$ cat src/rtl/rv_ctrl_pkg.sv
// rtl/rv_ctrl_pkg.sv - shared opcode, state, ALUSel and ImmSel definitions for the RV32I multicycle controller
package rv_ctrl_pkg;

    // Base opcodes recognised by the sequencer
    localparam logic [6:0] OP_R      = 7'b0110011;
    localparam logic [6:0] OP_I      = 7'b0010011;
    localparam logic [6:0] OP_LOAD   = 7'b0000011;
    localparam logic [6:0] OP_STORE  = 7'b0100011;
    localparam logic [6:0] OP_BRANCH = 7'b1100011;

    // ALUSel codes: {funct7[5], funct3} of the matching R-type operation
    localparam logic [3:0] ALU_ADD  = 4'b0000;
    localparam logic [3:0] ALU_SLL  = 4'b0001;
    localparam logic [3:0] ALU_SLT  = 4'b0010;
    localparam logic [3:0] ALU_SLTU = 4'b0011;
    localparam logic [3:0] ALU_XOR  = 4'b0100;
    localparam logic [3:0] ALU_SRL  = 4'b0101;
    localparam logic [3:0] ALU_OR   = 4'b0110;
    localparam logic [3:0] ALU_AND  = 4'b0111;
    localparam logic [3:0] ALU_SUB  = 4'b1000;
    localparam logic [3:0] ALU_SRA  = 4'b1101;

    // ImmSel codes
    localparam logic [1:0] IMM_I   = 2'b00;
    localparam logic [1:0] IMM_S   = 2'b01;
    localparam logic [1:0] IMM_B   = 2'b10;
    localparam logic [1:0] IMM_RSV = 2'b11;

    // Sequencer states; IDLE must stay the all-zero encoding
    typedef enum logic [2:0] {
        ST_IDLE,
        ST_FETCH,
        ST_DECODE,
        ST_EXEC,
        ST_MEM,
        ST_WB,
`ifdef RV_BRANCH_EN
        ST_HALT,
        ST_BRANCH
`else
        ST_HALT
`endif
    } state_t;

    // Loads and stores take the extra MEM pass through the shared port
    function automatic logic isMemOp(input logic [6:0] opcode);
        return (opcode == OP_LOAD) || (opcode == OP_STORE);
    endfunction

endpackage

$ cat src/rtl/alu_decoder.sv
// rtl/alu_decoder.sv - combinational opcode/funct3/funct7 to ALUSel, BSel and ImmSel decode
module alu_decoder
    import rv_ctrl_pkg::*;
(
    input  logic [6:0] opcode,
    input  logic [2:0] funct3,
    input  logic       funct7b5,
    output logic [3:0] aluSel,
    output logic       bSel,
    output logic [1:0] immSel
);

    // Datapath select lines per instruction class; the FSM decides when they are visible
    always_comb begin
        aluSel = ALU_ADD;
        bSel   = 1'b0;
        immSel = IMM_I;
        case (opcode)
            OP_R: begin
                aluSel = {funct7b5, funct3};
            end
            OP_I: begin
                bSel   = 1'b1;
                // Only the shift-right group uses bit 30 as an opcode extension;
                // elsewhere it is just an immediate bit.
                aluSel = (funct3 == 3'b101) ? {funct7b5, funct3} : {1'b0, funct3};
            end
            OP_LOAD: begin
                bSel   = 1'b1;
            end
            OP_STORE: begin
                bSel   = 1'b1;
                immSel = IMM_S;
            end
            OP_BRANCH: begin
                aluSel = ALU_SUB;
                immSel = IMM_B;
            end
            default: begin
                aluSel = ALU_ADD;
            end
        endcase
    end

endmodule

$ cat src/rtl/multicycle_controller.sv
// rtl/multicycle_controller.sv - multicycle FETCH/DECODE/EXEC/MEM/WB sequencer; RV_BRANCH_EN adds beq/bne
module multicycle_controller
    import rv_ctrl_pkg::*;
(
    input  logic        clk,
    input  logic        rst_n,
    input  logic [31:0] instructionCode,
    input  logic        mem_ready,
    input  logic        BrEq,
    output logic        MemReq,
    output logic        AddrSel,
    output logic        MemRW,
    output logic        IRWEn,
    output logic        PCWEn,
    output logic        PCSel,
    output logic [1:0]  ImmSel,
    output logic        BSel,
    output logic [3:0]  ALUSel,
    output logic        RegWEn,
    output logic        WBSel,
    output logic        illegal
);

    state_t state;
    state_t nextState;

    logic [6:0] opcode;
    logic [2:0] funct3;
    logic       isLoad;
    logic       isStore;
    logic [3:0] decAluSel;
    logic       decBSel;
    logic [1:0] decImmSel;

    assign opcode  = instructionCode[6:0];
    assign funct3  = instructionCode[14:12];
    assign isLoad  = (opcode == OP_LOAD);
    assign isStore = (opcode == OP_STORE);

`ifdef RV_BRANCH_EN
    logic unusedBits;
    assign unusedBits = ^{instructionCode[31], instructionCode[29:15], instructionCode[11:7]};
`else
    logic unusedBits;
    assign unusedBits = ^{BrEq, instructionCode[31], instructionCode[29:15], instructionCode[11:7]};
`endif

    alu_decoder u_alu_decoder (
        .opcode   (opcode),
        .funct3   (funct3),
        .funct7b5 (instructionCode[30]),
        .aluSel   (decAluSel),
        .bSel     (decBSel),
        .immSel   (decImmSel)
    );

    // State register; reset aborts any transaction immediately by forcing IDLE
    always_ff @(posedge clk or negedge rst_n) begin
        if (!rst_n) begin
            state <= ST_IDLE;
        end else begin
            state <= nextState;
        end
    end

    // Next-state and Moore/Mealy outputs; decoder outputs are only exposed in EXEC, MEM and BRANCH
    always_comb begin
        nextState = state;
        MemReq    = 1'b0;
        AddrSel   = 1'b0;
        MemRW     = 1'b0;
        IRWEn     = 1'b0;
        PCWEn     = 1'b0;
        PCSel     = 1'b0;
        ImmSel    = IMM_I;
        BSel      = 1'b0;
        ALUSel    = ALU_ADD;
        RegWEn    = 1'b0;
        WBSel     = 1'b0;
        illegal   = 1'b0;
        case (state)
            ST_IDLE: begin
                nextState = ST_FETCH;
            end
            ST_FETCH: begin
                MemReq = 1'b1;
                if (mem_ready) begin
                    IRWEn     = 1'b1;
                    PCWEn     = 1'b1;
                    nextState = ST_DECODE;
                end
            end
            ST_DECODE: begin
                case (opcode)
                    OP_R, OP_I, OP_LOAD, OP_STORE: nextState = ST_EXEC;
`ifdef RV_BRANCH_EN
                    OP_BRANCH: nextState = (funct3[2:1] == 2'b00) ? ST_BRANCH : ST_HALT;
`endif
                    default: nextState = ST_HALT;
                endcase
            end
            ST_EXEC: begin
                ImmSel    = decImmSel;
                BSel      = decBSel;
                ALUSel    = decAluSel;
                nextState = isMemOp(opcode) ? ST_MEM : ST_WB;
            end
            ST_MEM: begin
                MemReq  = 1'b1;
                AddrSel = 1'b1;
                MemRW   = isStore;
                ImmSel  = decImmSel;
                BSel    = decBSel;
                ALUSel  = decAluSel;
                if (mem_ready) begin
                    nextState = isLoad ? ST_WB : ST_FETCH;
                end
            end
            ST_WB: begin
                RegWEn    = 1'b1;
                WBSel     = isLoad;
                nextState = ST_FETCH;
            end
            ST_HALT: begin
                illegal = 1'b1;
            end
`ifdef RV_BRANCH_EN
            ST_BRANCH: begin
                ImmSel = decImmSel;
                ALUSel = decAluSel;
                // funct3[0] distinguishes bne from beq, so it inverts the equality flag
                if (BrEq ^ funct3[0]) begin
                    PCSel = 1'b1;
                    PCWEn = 1'b1;
                end
                nextState = ST_FETCH;
            end
`endif
            default: begin
                nextState = ST_IDLE;
            end
        endcase
    end

endmodule

$ cat config.mk
export PLATFORM = sky130hd
export DESIGN_NAME = multicycle_controller
export DESIGN_NICKNAME = d
export VERILOG_FILES = /design/src/rtl/rv_ctrl_pkg.sv /design/src/rtl/alu_decoder.sv /design/src/rtl/multicycle_controller.sv
export SDC_FILE = /design/constraint.sdc
export NUM_CORES = 1
export LEC_CHECK = 0
export CAP_MARGIN = 0
export CORE_MARGIN = 2
export CORE_UTILIZATION = 24
export CTS_BUF_LIST = sky130_fd_sc_hd__clkbuf_2 sky130_fd_sc_hd__clkbuf_4 sky130_fd_sc_hd__clkbuf_8
export DETAILED_ROUTE_END_ITERATION = 7
export PLACE_DENSITY = 0.79
export SKIP_LAST_GASP = 1
export SLEW_MARGIN = 20
export SYNTH_ARGS = -nofsm -noshare
export SYNTH_HDL_FRONTEND = slang
export SYNTH_SLANG_ARGS = --single-unit
$ cat constraint.sdc
create_clock -name clk -period 1.4 [get_ports clk]
set_clock_uncertainty 0.2 [all_clocks]
set_input_delay 0.28 -clock clk [delete_from_list [all_inputs] [get_ports clk]]
set_output_delay 0.28 -clock clk [all_outputs]
set_load 0.01 [all_outputs]
-- Word-level counts from Yosys, hierarchy flattened
Cells that the tools add are included.
Widths: inputs -> output; s select.
- register bits: 3
- input port bits: 36
- output and inout bits: 16
- logic and storage cells: 45
- eq/ne operators: 14
- multiplexer cells: 21
- bitwise operators: 1
- reductions and logical operators: 8
- operator list (cell ; count):
    $pmux 3 s6 ; 1
    $eq 7x6->1 const B ; 2
    $eq 3x3->1 const B ; 4
    $mux 3 ; 4
    $pmux 4 s3 ; 1
    $mux 1 ; 11
    $mux 4 ; 2
    $eq 7x2->1 const B ; 1
    $eq 7x5->1 const B ; 1
    $eq 7x7->1 const B ; 1
    $eq 3x2->1 const B ; 2
    $reduce_or 2->1 ; 3
    $ne 2x2->1 const B ; 2
    $pmux 2 s2 ; 1
    $reduce_or 4->1 ; 1
    $eq 3x1->1 const B ; 1
    $logic_not 3->1 ; 1
    $reduce_and 3->1 ; 1
    $reduce_or 3->1 ; 1
    $mux 2 ; 1
    $logic_or 1x1->1 ; 1
    $not 1->1 ; 1

-- Depth between registers and ports, before layout
Gate-level depths: netlist (run 1).
- depth after elaboration: 4
- mapped depth: 5
- depth with buffers taken out: 4

-- By module
From an unflattened synthesis (run 1), not the netlist that was laid out.
- cells, all modules: 57
- area total of the unflattened synthesis: 456.7 um2
- by module, submodules not included (module ; instances ; cells an instance ; area each (um2) ; seq. area each (um2)):
    multicycle_controller ; 1 ; 44 ; 344.1 ; 75.1
    alu_decoder ; 1 ; 13 ; 112.6 ; 0.0

-- Worst setup path before layout (run 1)
Ideal clock, no wire load.
- path type: register to output
- start point: reg state[1]
- end point: out WBSel
- data arrival time: 1.243 ns
- data required time: 0.920 ns
- slack: -0.323 ns
- cell stages (with the launch flop): 5
- buffers on the path: 1
- cells stage by stage: dfrtp_1 buf_4 nor2b_1 and2_1 nor4b_1
- longest elaborated chain between the ends: 2
- RTL lines (what ; line ; RTL):
    start, declared ; multicycle_controller.sv:24 ; state_t state;
    start signal, assigned ; multicycle_controller.sv:62 ; state <= nextState;
    $eq 3x3->1 ; multicycle_controller.sv:81 ; case (state)
    $mux 1 ; multicycle_controller.sv:81 ;
    end, declared ; multicycle_controller.sv:20 ; output logic WBSel,
No other way between the ends.

-- Final worst setup path (run 1)
- start point: reg state[1]
- end point: out BSel
- longest elaborated chain between the ends: 3
- elaborated cells between the ends (all ways): 4
- those cells by class: eq/ne: 2; mux: 1; reduce/logical: 1
- RTL lines (what ; line ; RTL):
    $eq 3x3->1 or $eq 3x2->1 (tied branches) ; multicycle_controller.sv:81 ;
    $reduce_or 2->1 (no line) * ; - ;
    $mux 1 * ; multicycle_controller.sv:81 ;
    end, declared ; multicycle_controller.sv:17 ; output logic BSel,
Mark *: on every way between the ends. The rest lies on a longest branch, timed or not.

==> results_dict.tcl, run 1 <==
set metrics [dict create \
    status "finished, violations left" \
    violations "setup timing" \
    maxCapViolations 0 \
    critPathCaptureType "primary output" \
    drcViolationCount 0 \
    min-delay-path-class "primary input to asynchronous set/reset pin" \
    ant_nets 0 \
    post_synth_fa_ha_maj_area_fraction_pct 0 \
    cts-root-buf "clkbuf_4" \
    cp.arrival_ns 1.45 \
    place_congestion 0.712 \
    cts_tree "done" \
    clk-insertion-delay-late_ns 0.24 \
    grt_pass1_vias 632 \
    critPathTopFamily "flip-flops" \
    die_h_um 45.7 \
    ys_ff_latch 3 \
    largest-register "state" \
    holdBufCountCts 0 \
    synth_top_family_by_area "simple AND/OR/NAND/NOR gates" \
    grt_antenna_before_repair 0 \
    crit_start "state[1]$_DFFE_PN0P_" \
    finalSetupViolCount 17 \
    synth_simple_gate_area_share_pct 45.6 \
    regArea_sq_um 76.3 \
    viasPerCell 4.82 \
    first_pass_iters 1 \
    worstPathRequired_ns 0.92 \
    die_w_um 45.7 \
    core_sq_um 1670 \
    slowest_delay_ns 0.37 \
    peakVddDrop_mv 0.423 \
    syn_nets 85 \
    syn_area_sq_um 417 \
    cp_max_fo 5 \
    mostFrequentLayoutCells "buf_4, buf_6, buf_2" \
    num_antenna_cells 0 \
    largestRegisters "state: 3 flops" \
    drive_gt1_share_pct 70.6 \
    max_freq_ghz 0.519 \
    numPortBuffers 28 \
    grtUsageTotal_pct 17.0 \
    r2r_start "state[2]$_DFFE_PN0P_" \
    area_growth_pct 132 \
    yosysWarnings 0 \
    grt_start_max_net_pins 7 \
    slowest_stage "dfrtp_1" \
    synth.top_cell.area_share_pct 18.0 \
    largest_reg_flops 3 \
    vias 573 \
    hold_ws_ns 0.0199 \
    synth_area_leaders "dfrtp_1, buf_4, nand2b_4" \
    cts.sinks 3 \
    first_iter_violations 0 \
    synth_edf_count 0 \
    grt-ovfl-total 0 \
    fin_crit_sh_pct 138 \
    hold_viol_final 0 \
    yosysSeqAreaShare_pct 18.0 \
    postSynthCellCount 49 \
    drv_slew 0 \
    dominantRegCellSynth "dfrtp_1" \
    synthXorXnorAreaFrac_pct 0 \
    fin_ws_ns -0.526 \
    synth_compound_area_share_pct 19.8 \
    synth_mux_area_share_pct 5.41 \
    initial_core_util_pct 24.9 \
    finish.utilization_pct 57.8 \
    cts_buffers 3 \
    final_common_cell "buf_4" \
    path_class "flip-flop to primary output" \
    htreeDepth 1 \
    fin_crit_ns 1.93 \
    startpoint_type "flip-flop" \
    dieArea_sq_um 2090 \
    dpl_worst_slack_ns -1.08 \
    crit_path_cell_trace "buf_4 > mux2i_4 > and2_4 > a21boi_2 > buf_2" \
    fin_nets 139 \
    wire_per_inst_um 12.3 \
    dpl.hpwl_um 954 \
    tns_ns -6.86 \
    multi_input_area_sq_um 375 \
    cp_num_buf_inv 2 \
    rsz0062_at_grt "yes" \
    ys_async_sr_fraction_pct 100 \
    cts.path.max_buffers 2 \
    rows 15 \
    cts.clk_slew.worst_paths_ns 0.04 \
    synth_top_area_cell "dfrtp_1" \
    num_io_pins 52 \
    p_leak_uw 0.000473 \
    drt-total-wl_um 1470 \
    power_density_nw_per_um2 1290 \
    fillers 154 \
    grt_first_pass_wirelength_um 2510 \
    synth.distinct_cells 31 \
    syn-mean-instance-area_sq_um 8.50 \
]
## stage by stage
stage / std cells / area (sq um) / total power (uW)
floorplan: 49 / 457 / 564
global placement: 103 / 821 / 804
detailed placement: 103 / 821 / 815
CTS: 118 / 932 / 1190
global route: 119 / 965 / 1330
finish: 119 / 965 / 1240
## area by class of cell
class                      count  area share, %
timing repair buffer          54           47.1
inverter                       2          0.778
sequential                     3           7.91
clock buffer                   4           3.11
tap                           17           2.20
multi-input combinational     39           38.9
## metal layers
| layer | GRT usage [%] | vias to the layer above | share of wire, % |
|---|---|---|---|
| li1 | - | 282 | - |
| met4 | 14.1 | 0 | 3.9 |
| met1 | 16.9 | 259 | 35 |
| met5 | 0 | - | 0 |
| met2 | 29.9 | 26 | 57 |
| met3 | 3.17 | 6 | 4.0 |
## worst paths after layout
kind | end | slack, ns | depth (start not counted)
setup / recovery | BSel | -0.53 | 5
hold / removal | state[2]$_DFFE_PN0P_ | 0.02 | 1
setup reg to reg | state[0]$_DFFE_PN0P_ | -0.24 | 7
hold reg to reg | state[1]$_DFFE_PN0P_ | 0.39 | 2
max in group asynchronous | state[0]$_DFFE_PN0P_ | 0.82 | 1
min in group clk | state[1]$_DFFE_PN0P_ | 0.39 | 2
## worst register-to-register path, cell delays in order, from the launching register on
cell and delay [ns]:
dfrtp_1 0.41, buf_4 0.15, buf_6 0.11, buf_4 0.13, buf_4 0.14, nor3b_2 0.15, o21ai_1 0.07, o311a_1 0.14
## cells by family (layout without fill, tap and decap cells)
logic type,after synthesis,count (layout)
other cells,1,1
compound gates,11,11
flops,3,3
mux,1,1
buf+inv,7,60
simple gates,26,26
## Yosys cell counts, types with 2 or more instances
master and count:
and3_1 3, nand2_1 2, and3b_1 2, dfrtp_1 3, buf_4 4, o311a_1 2
nand2b_4 2, nor4b_1 2, a21oi_1 3, nor2_1 5
## report_power, final
part / leakage (uW) / internal [uW] / total (uW) / switching [uW]
Sequential: 0.0000358 / 126 / 165 / 38.9
Combinational: 0.000419 / 534 / 901 / 367
Clock: 0.0000184 / 126 / 175 / 48.5
Total: 0.000473 / 786 / 1240 / 455
## repair_timing
action                                  4_1_cts  5_1_grt
gates resized for setup                      98        7
buffers inserted                             11        3
endpoints found under the setup margin       17       17
pin swaps                                     7        2
Power figures use the tool's default switching activity.
==> run 2, diff against run 1 <==
Settings changed: CORE_AREA set to 2 2 39 41, CORE_MARGIN 2 to not set, CORE_UTILIZATION 24 to not set, DIE_AREA set to 0 0 41 43, DONT_BUFFER_PORTS set to 1, PLACE_DENSITY 0.79 to not set, TNS_END_PERCENT set to 10.
==> run 2 against run 1 <==
  * The run still ends with setup timing left
  * Combinational power is 45% lower
  * Cell area is 41% lower
  * Critical path depth is 1 lower
  * Sequential power is 9.7% higher
  * Non-clock buffer count is 41 lower
  * Via count is 30% lower
  * Clock power hardly changed
  * First-iteration DRC count is 11 higher
  * Global-route usage is 3.3 points lower
  * Routed wire length is 33% lower
  * Critical path type unchanged
  * Highest routed layer is now met3
==> results_dict.tcl, run 2 (same netlist as run 1, synthesis figures left out) <==
set metrics [dict create \
    r2r_slack_ns -0.12 \
    grt-ovfl-total 0 \
    fin_nets 98 \
    drcViolationCount 0 \
    core_sq_um 1380 \
    drive_gt1_share_pct 54.1 \
    finish.utilization_pct 41.1 \
    hold_viol_final 0 \
    num_io_pins 52 \
    fillers 149 \
    grt_start_max_net_pins 12 \
    die_h_um 43 \
    cts_buffers 3 \
    fin_ws_ns -0.455 \
    worstPathRequired_ns 0.92 \
    grt_first_pass_wirelength_um 1570 \
    min-delay-path-class "primary input to asynchronous set/reset pin" \
    p_leak_uw 0.000241 \
    htreeDepth 1 \
    dpl.hpwl_um 738 \
    wire_per_inst_um 12.8 \
    drt-total-wl_um 989 \
    cts.sinks 3 \
    power_density_nw_per_um2 1500 \
    num_antenna_cells 0 \
    ant_nets 0 \
    startpoint_type "flip-flop" \
    cp_max_fo 5 \
    dieArea_sq_um 1760 \
    vias 402 \
    cts_setup_buffers 0 \
    first_pass_iters 3 \
    timing.rr.end "state[0]$_DFFE_PN0P_" \
    cts-root-buf "clkbuf_4" \
    finalPower_uw 853 \
    status "finished, violations left" \
    cts.clk_slew.worst_paths_ns 0.04 \
    peakVddDrop_mv 0.616 \
    cp.arrival_ns 1.38 \
    r2r_start "state[1]$_DFFE_PN0P_" \
    grt_antenna_before_repair 0 \
    largestRegisters "state: 3 flops" \
    initial_core_util_pct 30.1 \
    fin_crit_sh_pct 133 \
    first_iter_violations 11 \
    area_growth_pct 36.6 \
    rows 14 \
    fin_crit_ns 1.86 \
    final_common_cell "buf_4" \
    mostFrequentLayoutCells "buf_4, nor2_1, clkbuf_4" \
    maxCapViolations 0 \
    numPortBuffers 0 \
    dpl_worst_slack_ns -0.229 \
    rr_worst_depth 5 \
    grtUsageTotal_pct 13.7 \
    cts_tree "done" \
    rsz0062_at_grt "yes" \
    path_class "flip-flop to primary output" \
    cts.path.max_buffers 2 \
    clk-insertion-delay-late_ns 0.24 \
    violations "setup timing" \
    drv_slew 0 \
    largest_reg_flops 3 \
    finalSetupViolCount 16 \
    viasPerCell 5.22 \
    crit_start "state[2]$_DFFE_PN0P_" \
    critPathCaptureType "primary output" \
    largest-register "state" \
    max_freq_ghz 0.539 \
    grt_pass1_vias 373 \
    die_w_um 41 \
    place_congestion 0.652 \
    critical_path.endpoint "ImmSel[0]" \
]
-- run 2: area by class of cell --
type / count / area, sq um / area share (%)
sequential: 3 / 76.3 / 13.4
clock buffer: 4 / 30.0 / 5.27
multi-input combinational: 39 / 335 / 58.9
timing repair buffer: 13 / 100 / 17.6
inverter: 2 / 7.51 / 1.32
tap: 16 / 20.0 / 3.52
-- run 2: what timing repair did --
action	in CTS	in global routing
hold buffers	1	0
resized for setup	2	2
setup endpoints to repair	16	17
gates cloned	0	0
hold endpoints to repair	3	0
-- run 2: metrics by stage --
| step | hold WS, ns | setup TNS (ns) | area, sq um | cells |
|---|---|---|---|---|
| floorplan | -0.216 | -1.73 | 445 | 49 |
| global placement | -0.216 | -2.09 | 517 | 72 |
| detailed placement | -0.216 | -2.14 | 517 | 72 |
| CTS | 0.0855 | -5.84 | 566 | 77 |
| global route | 0.0921 | -6.48 | 569 | 77 |
| finish | 0.0890 | -5.51 | 569 | 77 |
-- run 2: layer usage --
layer | wire [um] | global-route usage (%) | vias to the layer above | share of wire (%)
met5 | 0 | 0 | - | 0
met4 | 0 | 10.0 | 0 | 0
met3 | 50 | 4.71 | 0 | 5.1
met2 | 535 | 20.3 | 11 | 54
met1 | 403 | 15.2 | 189 | 41
li1 | - | - | 202 | -
-- run 2: worst min path at each step --
stage,to,from,slack [ns],cells after the start
floorplan,state[0]$_DFFE_PN0P_,rst_n,-0.22,0
global placement,state[0]$_DFFE_PN0P_,rst_n,-0.22,0
detailed placement,state[0]$_DFFE_PN0P_,rst_n,-0.22,0
CTS,state[1]$_DFFE_PN0P_,rst_n,0.09,1
global route,state[1]$_DFFE_PN0P_,rst_n,0.09,1
finish,state[1]$_DFFE_PN0P_,rst_n,0.09,1
-- run 2: worst max-delay path, stage by stage (launching register included) --
cell and delay, ns:
dfrtp_1 0.42, nand2b_4 0.17, mux2i_4 0.14, and2_4 0.19, and3b_2 0.21
-- run 2: power breakdown --
group / internal, uW / switching (uW) / leakage [uW] / total, uW
Combinational: 273 / 223 / 0.000187 / 495
Sequential: 126 / 54.7 / 0.0000358 / 181
Clock: 126 / 49.8 / 0.0000184 / 176
==> run 3, diff against run 2 <==
Settings changed: SYNTH_HIERARCHICAL set to 1.
==> run 3 against run 2 <==
  * The run still ends with setup timing left
  * Routed wire length rose by 19%
  * Worst hold slack got worse by 0.028 ns
  * First-iteration DRC count fell by 27%
  * Critical path depth fell by 1
  * Fmax rose by 8.2%
  * Register-to-register slack got worse by 0.07 ns
  * Non-clock buffer count rose by 1
  * Synthesized cell count rose by 16%
  * Cell area rose by 17%
  * Critical endpoint is now MemRW
==> results_dict.tcl, run 3 <==
set metrics [dict create \
    slowest_stage "dfrtp_1" \
    path_class "flip-flop to primary output" \
    grtUsageTotal_pct 14.8 \
    die_w_um 41 \
    peakVddDrop_mv 0.597 \
    drt-total-wl_um 1180 \
    place_congestion 0.749 \
    synth_top_area_cell "dfrtp_1" \
    stdcell_area_sq_um 666 \
    largest_reg_flops 3 \
    largestRegisters "state: 3 flops" \
    final_common_cell "buf_4" \
    crit_start "state[0]$_DFFE_PN0P_" \
    critPathTopFamily "simple AND/OR/NAND/NOR gates" \
    violations "setup timing" \
    dp_cells 80 \
    min-delay-path-class "primary input to flip-flop" \
    mostFrequentLayoutCells "buf_4, and2_4, nor2_1, clkbuf_4" \
    grt-ovfl-total 0 \
    cp.arrival_ns 1.24 \
    first_iter_violations 8 \
    synth_top_family_by_area "simple AND/OR/NAND/NOR gates" \
    area_growth_pct 45.8 \
    cts-root-buf "clkbuf_4" \
    crit_path_cell_trace "nand2b_4 > buf_6 > nor4_4" \
    largest-register "state" \
    slowest_delay_ns 0.40 \
    r2r_start "state[2]$_DFFE_PN0P_" \
    synth_compound_area_share_pct 17.5 \
    startpoint_type "flip-flop" \
    ys_ff_latch 3 \
    grt_start_max_net_pins 12 \
    cts.path.max_buffers 2 \
    hold_viol_final 0 \
    num_antenna_cells 0 \
    yosysMostFrequentCell "and2_1" \
    fin_crit_sh_pct 123 \
    drive_gt1_share_pct 55.7 \
    syn-mean-instance-area_sq_um 8.01 \
    first_pass_iters 4 \
    cts.clk_slew.worst_paths_ns 0.04 \
    layoutNonFillerInstCount 86 \
    dpl_cell_area_sq_um 564 \
    post_synth_fa_ha_maj_area_fraction_pct 0 \
    min_from "mem_ready" \
    synth_simple_gate_area_share_pct 58.6 \
    cts_buffers 3 \
    yosysSeqAreaShare_pct 16.4 \
    synthXorXnorAreaFrac_pct 0 \
    cts_tree "done" \
    cts.sinks 3 \
    viasPerCell 5.53 \
    grt_first_pass_wirelength_um 1800 \
    p_leak_uw 0.000292 \
    status "finished, violations left" \
    numPortBuffers 0 \
    synth_edf_count 0 \
    rows 14 \
    synth_common_cells "and2_1, nor2_1" \
    synth_mux_area_share_pct 0 \
    cp_max_fo 3 \
    fin_nets 107 \
    ys_async_sr_fraction_pct 100 \
    ant_nets 0 \
    power_density_nw_per_um2 1390 \
    syn_area_sq_um 457 \
    worstPathRequired_ns 0.92 \
    fin_ws_ns -0.315 \
    drv_slew 0 \
    fillers 139 \
    synth_area_leaders "dfrtp_1, and2_1, nor4b_2" \
    maxCapViolations 0 \
    rsz0062_at_grt "yes" \
    cp_num_buf_inv 1 \
    initial_core_util_pct 33.0 \
    synth.top_cell.area_share_pct 16.4 \
    vias 476 \
    critPathCaptureType "primary output" \
    num_io_pins 52 \
    grt_antenna_before_repair 0 \
    finalSetupViolCount 16 \
    syn_nets 93 \
    yosysWarnings 6 \
    htreeDepth 1 \
    postSynthCellCount 57 \
    wire_per_inst_um 13.7 \
    die_h_um 43 \
    clk-insertion-delay-late_ns 0.23 \
    synth.distinct_cells 32 \
    drcViolationCount 0 \
    max_freq_ghz 0.583 \
    grt_pass1_vias 454 \
    core_sq_um 1380 \
    dominantRegCellSynth "dfrtp_1" \
    fin_crit_ns 1.72 \
    dieArea_sq_um 1760 \
]
[run 3: changes by cell type after synthesis, moves of 2 or more]
cell | previous run | this run
buf_4 | 4 | 2
nor4b_2 | 0 | 2
nand2b_4 | 2 | 0
nor4b_1 | 2 | 0
nand2b_1 | 0 | 3
clkbuf_1 | 0 | 3
and2_1 | 1 | 9
o311a_1 | 2 | 0
[run 3: area by class of cell]
cell class / count / area, sq um / share of cell area (%)
Tap cell: 16 / 20.0 / 3.01
Inverter: 1 / 3.75 / 0.564
Multi-Input combinational cell: 48 / 415 / 62.4
Clock buffer: 4 / 30.0 / 4.51
Timing Repair Buffer: 14 / 119 / 17.9
Sequential cell: 3 / 77.6 / 11.7
[run 3: cell families (layout without fill, tap and decap cells)]
group	count (synthesis)	after routing
flops	3	3
simple gates	36	36
compound gates	11	11
buf+inv	6	19
other cells	1	1
[run 3: worst register-to-register path, cell delays in order (launching register included)]
cell,delay [ns]
dfrtp_2,0.47
buf_4,0.17
or4_1,0.49
o211a_1,0.14
[run 3: layer usage]
layer  routed length (um)  global-route usage [%]  vias to the layer above
li1                     -                       -                      230
met3                   84                    4.71                        0
met1                  443                    18.2                      229
met4                    0                    8.00                        0
met5                    0                       0                        -
met2                  653                    21.9                       17
[run 3: repair_timing]
item / in CTS / in global routing
pin swaps: 4 / 0
hold buffers: 1 / 0
resized for setup: 15 / 2
endpoints found under the hold margin: 3 / 0
endpoints found under the setup margin: 18 / 18
setup buffers: 0 / 1
[run 3: final timing paths]
| kind | end | slack, ns | depth (start not counted) |
|---|---|---|---|
| setup / recovery | MemRW | -0.32 | 3 |
| min in group asynchronous | state[2]$_DFFE_PN0P_ | 0.10 | 1 |
| setup reg to reg | state[2]$_DFFE_PN0P_ | -0.19 | 3 |
| hold / removal | state[2]$_DFFE_PN0P_ | 0.06 | 2 |
| max in group asynchronous | state[1]$_DFFE_PN0P_ | 0.74 | 1 |
| hold reg to reg | state[2]$_DFFE_PN0P_ | 0.46 | 1 |
[run 3: through the flow]
step | setup slack, ns | power [uW] | hold slack (ns) | utilization [%] | TNS (ns)
after floorplan | -0.320 | 453 | -0.216 | - | -3.18
after detailed placement | -0.337 | 632 | -0.216 | 40.8 | -2.25
after global routing | -0.366 | 996 | 0.0711 | 48.1 | -5.22
after CTS | -0.332 | 885 | 0.0554 | 46.9 | -4.36
final | -0.315 | 928 | 0.0613 | 48.1 | -4.26
after global placement | -0.328 | 632 | -0.216 | 40.8 | -2.36
[run 3: power breakdown]
group          internal (uW)  switching, uW  leakage (uW)
logic                    312            239      0.000240
clock network            126           45.6     0.0000184
registers                128           76.1     0.0000338
